File: config.mk
export PLATFORM = sky130hd
export DESIGN_NAME = writeback_queue
export DESIGN_NICKNAME = d
export VERILOG_FILES = /design/src/rtl/writeback_queue.sv
export SDC_FILE = /design/constraint.sdc
export NUM_CORES = 1
export LEC_CHECK = 0
export ABC_CLOCK_PERIOD_IN_PS = 6950
export BUFFER_PORTS_ARGS = -buffer_cell sky130_fd_sc_hd__clkbuf_2
export CAP_MARGIN = 20
export CORE_ASPECT_RATIO = 1.1
export CORE_MARGIN = 2
export CORE_UTILIZATION = 56
export CTS_CLUSTER_DIAMETER = 40
export DETAILED_ROUTE_END_ITERATION = 8
export PLACE_DENSITY = 0.82
export SYNTH_ARGS = -nofsm -noshare
export SYNTH_HDL_FRONTEND = slang
export SYNTH_SLANG_ARGS = --single-unit
File: constraint.sdc
create_clock -name clk -period 6.95 [get_ports clk]
set_clock_uncertainty 0.15 [all_clocks]
set_input_delay 1.39 -clock clk [delete_from_list [all_inputs] [get_ports clk]]
set_output_delay 1.39 -clock clk [all_outputs]
set_load 0.005 [all_outputs]
File: src/rtl/writeback_queue.sv
// In-order writeback FIFO feeding the register file write port, with operand bypass lookup.
// Define WBQ_FWD_EN to build the forwarding comparators; otherwise fwd_* outputs are tied to 0.
module writeback_queue #(
  parameter int unsigned DEPTH  = 4,
  parameter int unsigned DATA_W = 16,
  parameter int unsigned ADDR_W = 4
) (
  input  logic                     clk,
  input  logic                     reset_n,
  input  logic                     mem_valid,
  output logic                     mem_ready,
  input  logic [ADDR_W-1:0]        mem_reg,
  input  logic [DATA_W-1:0]        mem_data,
  input  logic                     alu_valid,
  output logic                     alu_ready,
  input  logic [ADDR_W-1:0]        alu_reg,
  input  logic [DATA_W-1:0]        alu_data,
  input  logic                     wb_stall,
  output logic                     rf_reg_write,
  output logic [ADDR_W-1:0]        rf_write_reg,
  output logic [DATA_W-1:0]        rf_write_data,
  input  logic [ADDR_W-1:0]        fwd_reg1,
  input  logic [ADDR_W-1:0]        fwd_reg2,
  output logic                     fwd_hit1,
  output logic                     fwd_hit2,
  output logic [DATA_W-1:0]        fwd_data1,
  output logic [DATA_W-1:0]        fwd_data2,
  output logic [$clog2(DEPTH):0]   count,
  output logic                     full
);

  localparam int unsigned PtrW = $clog2(DEPTH);
  localparam int unsigned CntW = PtrW + 1;

  logic [PtrW-1:0]   head_q, tail_q;
  logic [CntW-1:0]   count_q;
  logic [ADDR_W-1:0] reg_q  [DEPTH];
  logic [DATA_W-1:0] data_q [DEPTH];

  logic              push_mem, push_alu, push, pop, empty;
  logic [ADDR_W-1:0] in_reg;
  logic [DATA_W-1:0] in_data;

  assign empty     = (count_q == '0);
  assign full      = (count_q == CntW'(DEPTH));
  assign count     = count_q;
  assign mem_ready = !full;
  assign alu_ready = !full && !mem_valid;

  assign push_mem = mem_valid && mem_ready;
  assign push_alu = alu_valid && alu_ready;
  assign in_reg   = push_mem ? mem_reg : alu_reg;
  assign in_data  = push_mem ? mem_data : alu_data;
  // Results for R0 are handshaken but dropped.
  assign push     = (push_mem || push_alu) && (in_reg != '0);
  assign pop      = !empty && !wb_stall;

  assign rf_reg_write  = pop;
  assign rf_write_reg  = empty ? '0 : reg_q[head_q];
  assign rf_write_data = empty ? '0 : data_q[head_q];

  always_ff @(posedge clk or negedge reset_n) begin
    if (!reset_n) begin
      head_q  <= '0;
      tail_q  <= '0;
      count_q <= '0;
    end else begin
      if (push) tail_q <= tail_q + 1'b1;
      if (pop)  head_q <= head_q + 1'b1;
      case ({push, pop})
        2'b10:   count_q <= count_q + 1'b1;
        2'b01:   count_q <= count_q - 1'b1;
        default: count_q <= count_q;
      endcase
    end
  end

  always_ff @(posedge clk) begin
    if (push) begin
      reg_q[tail_q]  <= in_reg;
      data_q[tail_q] <= in_data;
    end
  end

`ifdef WBQ_FWD_EN
  logic [PtrW-1:0] idx;

  // Walk oldest to youngest so the youngest match overrides earlier ones.
  always_comb begin
    fwd_hit1  = 1'b0;
    fwd_hit2  = 1'b0;
    fwd_data1 = '0;
    fwd_data2 = '0;
    idx       = '0;
    for (int unsigned i = 0; i < DEPTH; i++) begin
      idx = head_q + PtrW'(i);
      if (CntW'(i) < count_q) begin
        if (fwd_reg1 != '0 && reg_q[idx] == fwd_reg1) begin
          fwd_hit1  = 1'b1;
          fwd_data1 = data_q[idx];
        end
        if (fwd_reg2 != '0 && reg_q[idx] == fwd_reg2) begin
          fwd_hit2  = 1'b1;
          fwd_data2 = data_q[idx];
        end
      end
    end
  end
`else
  assign fwd_hit1  = 1'b0;
  assign fwd_hit2  = 1'b0;
  assign fwd_data1 = '0;
  assign fwd_data2 = '0;
`endif

endmodule

==> results of run 1 <==
-- routing by layer --
metal / up-vias / track usage, % / wire length [um]
met1: 992 / 24.6 / 2930
met2: 83 / 27.2 / 3190
li1: 928 / - / -
met4: 0 / 8.07 / 40
met5: - / 0 / 0
met3: 4 / 2.50 / 324
-- synthesized netlist by cell type (2+ instances only) --
| library cell | number |
|---|---|
| sky130_fd_sc_hd__edfxtp_1 | 80 |
| sky130_fd_sc_hd__clkbuf_1 | 4 |
| sky130_fd_sc_hd__inv_1 | 6 |
| sky130_fd_sc_hd__nor2_1 | 4 |
| sky130_fd_sc_hd__buf_4 | 38 |
| sky130_fd_sc_hd__nand2_1 | 2 |
| sky130_fd_sc_hd__mux2_2 | 20 |
| sky130_fd_sc_hd__and2_2 | 4 |
| sky130_fd_sc_hd__ha_1 | 5 |
| sky130_fd_sc_hd__nor2b_1 | 20 |
| sky130_fd_sc_hd__xor2_1 | 3 |
| sky130_fd_sc_hd__dfrtp_1 | 7 |
| sky130_fd_sc_hd__mux4_2 | 20 |
| sky130_fd_sc_hd__xnor2_1 | 3 |
-- stage by stage --
stage                     utilization (%)  instances  area (um^2)  hold WS [ps]
final                                64.3        392         4480           415
after global routing                 64.3        392         4480           436
after CTS                            64.3        392         4480           419
after detailed placement             61.7        376         4300           407
after global placement               61.7        376         4300           383
after floorplan                         -        260         4120           347
-- kinds of logic after synthesis --
logic type                 Yosys count  synth area share (%)
AOI/OAI and AO/OA                    2                 0.909
xor gates and xnor gates             6                  1.32
adders and majority gates            6                  2.07
buffers and inverters               49                  8.18
DFF                                 87                  64.6
muxes                               42                  17.6
other                                1                0.0940
and+or+nand+nor                     34                  5.30
-- worst max path at each step --
stage                                from                    to  slack, ps
CTS                 head_q[0]$_DFFE_PN0P_      rf_write_data[4]       3010
floorplan                      alu_reg[2]  count[2]$_DFFE_PN0P_       3550
finish              head_q[0]$_DFFE_PN0P_      rf_write_data[4]       3110
detailed placement             alu_reg[2]  count[2]$_DFFE_PN0P_       3300
global route        head_q[0]$_DFFE_PN0P_      rf_write_data[4]       2900
global placement               alu_reg[2]  count[2]$_DFFE_PN0P_       3370
-- power by group --
group	total [uW]	switching [uW]	internal [uW]
combinational	654	309	345
sequential	856	88.8	767
clock	326	161	165
total	1840	559	1280
-- state kept, by name (all words and copies together), names as in the netlist --
register,cells
head_q,2
reg_q,16
data_q,64
count,3
tail_q,2
-- layout make-up --
cell class | count | area share (%)
inverter | 7 | 0.587
clock inverter | 4 | 1.03
clock buffer | 12 | 3.02
timing repair buffer | 73 | 8.27
multi-input combinational | 124 | 27.2
tap | 85 | 2.37
sequential | 87 | 57.6
==> run_summary.xml, run 1 <==
<?xml version="1.0" encoding="UTF-8"?>
<metrics>
  <group name="outcome">
    <metric name="run_status" unit="">finished clean</metric>
  </group>
  <group name="sta">
    <metric name="report.final.setup_viol" unit="">0</metric>
    <metric name="report.final.hold_viol_count" unit="">0</metric>
    <metric name="worstMarginPinSlew" unit="ps">1020</metric>
    <metric name="setup_total_negative_slack" unit="ps">0</metric>
    <metric name="fmax" unit="MHz">260</metric>
    <metric name="setup_repair_after_global_routing_missed_its_margin" unit="">false</metric>
    <metric name="worst_slack" unit="ps">3110</metric>
    <metric name="timing.slew.headroom" unit="%">32.2</metric>
    <metric name="final_min_period_over_clock_period" unit="%">55.3</metric>
    <metric name="final_period_minus_worst_setup_slack" unit="ps">3840</metric>
    <metric name="number_of_slew_limit_violations_in_the_final_report" unit="">0</metric>
  </group>
  <group name="setup_path">
    <metric name="reg2reg_from" unit="">count[0]$_DFFE_PN0P_</metric>
    <metric name="critical-path-top-delay-family" unit="">flip-flops</metric>
    <metric name="master_of_the_slowest_instance_on_the_critical_path" unit="">sky130_fd_sc_hd__dfrtp_1</metric>
    <metric name="timing.critical_path.slowest_cell_delay" unit="ps">720</metric>
    <metric name="worstPathCellList" unit="">buf_4 -&gt; mux4_2 -&gt; nor2b_1 -&gt; clkbuf_2</metric>
    <metric name="worst_setup_path_start_kind" unit="">flip-flop</metric>
    <metric name="crit_required" unit="ps">5410</metric>
    <metric name="timing.critical_path.buf_inv" unit="">2</metric>
    <metric name="rr_worst_depth" unit="">7</metric>
    <metric name="end_kind" unit="">primary output</metric>
    <metric name="worstReg2RegEnd" unit="">count[1]$_DFFE_PN0P_</metric>
    <metric name="critical_path_arrival" unit="ps">2300</metric>
    <metric name="critical_path_class" unit="">flip-flop to primary output</metric>
    <metric name="worstPathMaxFanout" unit="">13</metric>
    <metric name="reg2reg_setup_slack" unit="ps">4120</metric>
    <metric name="cp.depth" unit="">4</metric>
  </group>
  <group name="layout">
    <metric name="layout-area-overhead-vs-synth" unit="%">12.2</metric>
    <metric name="number_of_inserted_diodes" unit="">0</metric>
    <metric name="fraction_of_final_layout_cells_sized_beyond_drive_strength_1" unit="%">44.3</metric>
    <metric name="sequential_cell_area" unit="um^2">2580</metric>
    <metric name="most-common-layout-cells" unit="">80 x sky130_fd_sc_hd__edfxtp_1, 71 x sky130_fd_sc_hd__clkbuf_2, 34 x sky130_fd_sc_hd__conb_1</metric>
    <metric name="mostFrequentLayoutCell" unit="">sky130_fd_sc_hd__edfxtp_1</metric>
    <metric name="number_of_nets_in_the_final_layout" unit="">361</metric>
    <metric name="multi_input_gate_area" unit="um^2">1220</metric>
    <metric name="fillerInstances" unit="">509</metric>
  </group>
  <group name="floorplan">
    <metric name="initial_core_util" unit="%">57.3</metric>
    <metric name="io_pins" unit="">114</metric>
    <metric name="die_area" unit="um^2">7820</metric>
    <metric name="dieHeight" unit="um">92.5</metric>
    <metric name="die_width" unit="um">84.5</metric>
    <metric name="core_area" unit="um^2">6970</metric>
    <metric name="floorplan.rows" unit="">32</metric>
  </group>
  <group name="synth">
    <metric name="synth_enable_flop_cells" unit="">80</metric>
    <metric name="synth-main-ff-cell" unit="">sky130_fd_sc_hd__edfxtp_1</metric>
    <metric name="distinct_cell_type_count_of_the_synthesized_netlist" unit="">25</metric>
    <metric name="post-synth-top-area-cell" unit="">sky130_fd_sc_hd__edfxtp_1</metric>
    <metric name="synth_largest_type_area_fraction" unit="%">60.2</metric>
    <metric name="synth-seq-area-share" unit="%">64.6</metric>
    <metric name="synth_area_per_cell" unit="um^2">17.6</metric>
    <metric name="syn_inst" unit="">227</metric>
    <metric name="postSynth.asyncResetShare" unit="%">8.05</metric>
    <metric name="synth-seq-cells" unit="">87</metric>
    <metric name="post_synth_main_area_contributors" unit="">sky130_fd_sc_hd__edfxtp_1 60%, sky130_fd_sc_hd__mux4_2 11%, sky130_fd_sc_hd__buf_4 7.1%, sky130_fd_sc_hd__mux2_2 5.6%, sky130_fd_sc_hd__dfrtp_1 4.4%</metric>
    <metric name="synth.cell_area" unit="um^2">3990</metric>
    <metric name="synthesis.yosys.warnings" unit="">0</metric>
  </group>
  <group name="power_and_ir_drop">
    <metric name="report.power.total" unit="uW">1840</metric>
    <metric name="static-leakage-power" unit="uW">0.00174</metric>
    <metric name="power.density_cell_area" unit="nW/um^2">410</metric>
    <metric name="vdd_drop_max" unit="V">0.000304</metric>
  </group>
  <group name="grt">
    <metric name="grt_pass1_wl" unit="mm">10.2</metric>
    <metric name="grt_pass1_vias" unit="">2037</metric>
    <metric name="grtUsageTotal" unit="%">17.4</metric>
    <metric name="global_route.overflow_total" unit="">0</metric>
    <metric name="grt_max_degree" unit="">22</metric>
    <metric name="antenna_found_initial" unit="">0</metric>
  </group>
  <group name="worst_hold_path">
    <metric name="worstHoldEndpoint" unit="">count[2]$_DFFE_PN0P_</metric>
    <metric name="hold-path-cell-count" unit="">1</metric>
    <metric name="min_path_type" unit="">flip-flop to flip-flop</metric>
    <metric name="min-delay-start" unit="">count[2]$_DFFE_PN0P_</metric>
  </group>
  <group name="drt">
    <metric name="initialDrtViolationCount" unit="">106</metric>
    <metric name="drt_pass1_iterations" unit="">4</metric>
    <metric name="finalWirelength" unit="mm">6.48</metric>
    <metric name="route.vias.total" unit="">2007</metric>
    <metric name="final_routed_drc_violation_total" unit="">0</metric>
    <metric name="vias_per_cell" unit="">5.12</metric>
    <metric name="ant_nets" unit="">0</metric>
    <metric name="wirelength_per_cell" unit="um">16.5</metric>
  </group>
  <group name="placed_design">
    <metric name="gpl.final_weighted_congestion" unit="">0.722</metric>
    <metric name="io_buffers" unit="">71</metric>
    <metric name="place_worst_setup_slack" unit="ps">3300</metric>
    <metric name="dp.final_hpwl" unit="mm">4.22</metric>
  </group>
  <group name="cts">
    <metric name="cts.sink_count" unit="">87</metric>
    <metric name="post_cts.repair.setup_buffers" unit="">0</metric>
    <metric name="clock_slew_seen_by_the_registers_of_the_worst_setup_and_hold_paths" unit="ps">80</metric>
    <metric name="worstSkewPairLatency" unit="ps">340</metric>
    <metric name="tritoncts" unit="">done</metric>
    <metric name="clockRootBuffer" unit="">sky130_fd_sc_hd__clkbuf_8</metric>
    <metric name="cts_hold_repair.buffers" unit="">0</metric>
    <metric name="max-clock-path-buffers" unit="">2</metric>
    <metric name="h-tree-depth" unit="">3</metric>
    <metric name="ctsResizeCount" unit="">0</metric>
    <metric name="cts-buffers-inserted" unit="">9</metric>
  </group>
  <group name="run">
    <metric name="timing.max_cap.violations" unit="">0</metric>
  </group>
</metrics>
(Power assumes the default switching activity.)
==> inputs of run 2 (changes only) <==
==> config.mk (replaced) <==
export PLATFORM = sky130hd
export DESIGN_NAME = writeback_queue
export DESIGN_NICKNAME = d
export VERILOG_FILES = /design/src/rtl/writeback_queue.sv
export SDC_FILE = /design/constraint.sdc
export NUM_CORES = 1
export LEC_CHECK = 0
export ABC_CLOCK_PERIOD_IN_PS = 3300
export BUFFER_PORTS_ARGS = -buffer_cell sky130_fd_sc_hd__clkbuf_2
export CAP_MARGIN = 20
export CORE_ASPECT_RATIO = 1.1
export CORE_MARGIN = 2
export CORE_UTILIZATION = 47
export CTS_CLUSTER_DIAMETER = 40
export DETAILED_ROUTE_END_ITERATION = 8
export PLACE_DENSITY = 0.73
export SYNTH_ARGS = -nofsm -noshare
export SYNTH_HDL_FRONTEND = slang
export SYNTH_SLANG_ARGS = --single-unit
==> constraint.sdc (replaced) <==
create_clock -name clk -period 3.3 [get_ports clk]
set_clock_uncertainty 0.15 [all_clocks]
set_input_delay 0.66 -clock clk [delete_from_list [all_inputs] [get_ports clk]]
set_output_delay 0.66 -clock clk [all_outputs]
set_load 0.005 [all_outputs]
==> run_summary.xml, run 2 (synthesis results as in run 1) <==
<?xml version="1.0" encoding="UTF-8"?>
<metrics>
  <group name="layout">
    <metric name="number_of_nets_in_the_final_layout" unit="">365</metric>
    <metric name="max_flop_register" unit="">data_q</metric>
    <metric name="fraction_of_final_layout_cells_sized_beyond_drive_strength_1" unit="%">45.7</metric>
    <metric name="fillerInstances" unit="">671</metric>
    <metric name="layout-area-overhead-vs-synth" unit="%">14.0</metric>
    <metric name="sequential_cell_area" unit="um^2">2580</metric>
    <metric name="multi_input_gate_area" unit="um^2">1220</metric>
    <metric name="most-common-layout-cells" unit="">80 x sky130_fd_sc_hd__edfxtp_1, 71 x sky130_fd_sc_hd__clkbuf_2, 34 x sky130_fd_sc_hd__conb_1</metric>
    <metric name="largest_register_ffs" unit="">64</metric>
    <metric name="design_area" unit="um^2">4550</metric>
    <metric name="number_of_inserted_diodes" unit="">0</metric>
    <metric name="mostFrequentLayoutCell" unit="">sky130_fd_sc_hd__edfxtp_1</metric>
  </group>
  <group name="sta">
    <metric name="timing.slew.headroom" unit="%">62.2</metric>
    <metric name="final_min_period_over_clock_period" unit="%">79.4</metric>
    <metric name="worstMarginPinSlew" unit="ps">566</metric>
    <metric name="final_period_minus_worst_setup_slack" unit="ps">2620</metric>
    <metric name="report.final.setup_viol" unit="">0</metric>
    <metric name="report.final.hold_viol_count" unit="">0</metric>
    <metric name="fmax" unit="MHz">381</metric>
    <metric name="setup_total_negative_slack" unit="ps">0</metric>
    <metric name="setup_repair_after_global_routing_missed_its_margin" unit="">false</metric>
    <metric name="number_of_slew_limit_violations_in_the_final_report" unit="">0</metric>
  </group>
  <group name="floorplan">
    <metric name="die_area" unit="um^2">9250</metric>
    <metric name="core_area" unit="um^2">8320</metric>
    <metric name="dieHeight" unit="um">101</metric>
    <metric name="initial_core_util" unit="%">48.0</metric>
    <metric name="floorplan.rows" unit="">35</metric>
    <metric name="io_pins" unit="">114</metric>
    <metric name="die_width" unit="um">91.9</metric>
  </group>
  <group name="cts">
    <metric name="h-tree-depth" unit="">3</metric>
    <metric name="tritoncts" unit="">done</metric>
    <metric name="cts.sink_count" unit="">87</metric>
    <metric name="max-clock-path-buffers" unit="">2</metric>
    <metric name="clock_slew_seen_by_the_registers_of_the_worst_setup_and_hold_paths" unit="ps">80</metric>
    <metric name="clockRootBuffer" unit="">sky130_fd_sc_hd__clkbuf_8</metric>
    <metric name="ctsResizeCount" unit="">0</metric>
    <metric name="cts-buffers-inserted" unit="">9</metric>
    <metric name="worstSkewPairLatency" unit="ps">340</metric>
  </group>
  <group name="grt">
    <metric name="global_route.overflow_total" unit="">0</metric>
    <metric name="grt_pass1_vias" unit="">1981</metric>
    <metric name="grtUsageTotal" unit="%">15.0</metric>
    <metric name="grt_max_degree" unit="">22</metric>
    <metric name="grt_pass1_wl" unit="mm">10.1</metric>
    <metric name="antenna_found_initial" unit="">0</metric>
  </group>
  <group name="setup_path">
    <metric name="worstReg2RegEnd" unit="">count[2]$_DFFE_PN0P_</metric>
    <metric name="reg2reg_from" unit="">count[0]$_DFFE_PN0P_</metric>
    <metric name="critical_path_class" unit="">flip-flop to primary output</metric>
    <metric name="worstPathMaxFanout" unit="">14</metric>
    <metric name="crit_required" unit="ps">2490</metric>
    <metric name="end_kind" unit="">primary output</metric>
    <metric name="critPathLaunch" unit="">head_q[0]$_DFFE_PN0P_</metric>
    <metric name="critical_path_arrival" unit="ps">1810</metric>
    <metric name="worst_setup_path_start_kind" unit="">flip-flop</metric>
    <metric name="reg2reg_setup_slack" unit="ps">780</metric>
    <metric name="rr_worst_depth" unit="">10</metric>
  </group>
  <group name="drt">
    <metric name="vias_per_cell" unit="">4.86</metric>
    <metric name="drt_pass1_iterations" unit="">4</metric>
    <metric name="final_routed_drc_violation_total" unit="">0</metric>
    <metric name="initialDrtViolationCount" unit="">109</metric>
    <metric name="ant_nets" unit="">0</metric>
    <metric name="wirelength_per_cell" unit="um">15.5</metric>
    <metric name="finalWirelength" unit="mm">6.54</metric>
    <metric name="route.vias.total" unit="">2051</metric>
  </group>
  <group name="worst_hold_path">
    <metric name="worstHoldEndpoint" unit="">count[2]$_DFFE_PN0P_</metric>
    <metric name="min_path_type" unit="">flip-flop to flip-flop</metric>
    <metric name="min-delay-start" unit="">count[2]$_DFFE_PN0P_</metric>
    <metric name="hold-path-cell-count" unit="">1</metric>
  </group>
  <group name="power_and_ir_drop">
    <metric name="vdd_drop_max" unit="V">0.000464</metric>
    <metric name="power.density_cell_area" unit="nW/um^2">857</metric>
    <metric name="static-leakage-power" unit="uW">0.00177</metric>
  </group>
  <group name="placed_design">
    <metric name="place_area" unit="um^2">4350</metric>
    <metric name="io_buffers" unit="">71</metric>
    <metric name="gpl.final_weighted_congestion" unit="">0.776</metric>
    <metric name="dp.final_hpwl" unit="mm">4.33</metric>
  </group>
  <group name="run">
    <metric name="timing.max_cap.violations" unit="">0</metric>
  </group>
  <group name="outcome">
    <metric name="run_status" unit="">finished clean</metric>
  </group>
</metrics>
==> run 2: cell types whose count changed in the layout (fill, tap and decap cells not counted), sizes merged <==
cell / before / now
buf: 2 / 5
dlygate4sd3: 0 / 1
clkbuf: 83 / 81
clkinv: 2 / 4
==> run 2: worst max path at each step <==
stage / to / cells past startpoint
floorplan: count[2]$_DFFE_PN0P_ / 10
global placement: count[2]$_DFFE_PN0P_ / 11
detailed placement: count[2]$_DFFE_PN0P_ / 11
CTS: rf_write_reg[3] / 4
global route: rf_write_reg[3] / 4
finish: rf_write_reg[3] / 4
==> run 2: what timing repair did <==
action / 4_1_cts / 5_1_grt
setup buffers: 0 / 0
endpoints found under the hold margin: 7 / 0
hold buffers: 1 / 0
==> run 2: routing by layer <==
metal | routed length (um) | track usage, %
met3 | 397 | 3.22
met4 | 129 | 6.66
met5 | 0 | 0
met2 | 3240 | 25.1
met1 | 2780 | 18.9
==> run 2: power breakdown <==
group / total [uW] / internal, uW / switching [uW]
registers: 1720 / 1620 / 104
logic: 1480 / 741 / 738
clock network: 698 / 347 / 351
total: 3900 / 2710 / 1190
==> run 2: stage by stage <==
| stage | worst slack [ps] | total power (uW) | util (%) | instances | hold slack (ps) |
|---|---|---|---|---|---|
| after global routing | 550 | 4140 | 54.7 | 422 | 408 |
| after floorplan | 633 | 2750 | - | 260 | 214 |
| after global placement | 453 | 3220 | 52.3 | 405 | 359 |
| final | 679 | 3900 | 54.7 | 422 | 389 |
| after detailed placement | 427 | 3270 | 52.3 | 405 | 366 |
| after CTS | 633 | 3960 | 54.7 | 422 | 384 |
==> run 2: worst max-delay path: stages, from the launching register on <==
cell and delay (ps):
sky130_fd_sc_hd__dfrtp_1 350, sky130_fd_sc_hd__buf_4 290, sky130_fd_sc_hd__mux4_2 560, sky130_fd_sc_hd__nor2b_1 150, sky130_fd_sc_hd__clkbuf_2 120
==> run 2: cell type report <==
cell class,instances,share of cell area (%)
Sequential cell,87,56.6
Timing Repair Buffer,77,8.85
Clock buffer,10,2.80
Multi-Input combinational cell,124,26.7
Clock inverter,6,1.35
Inverter,7,0.577
Tap cell,111,3.05
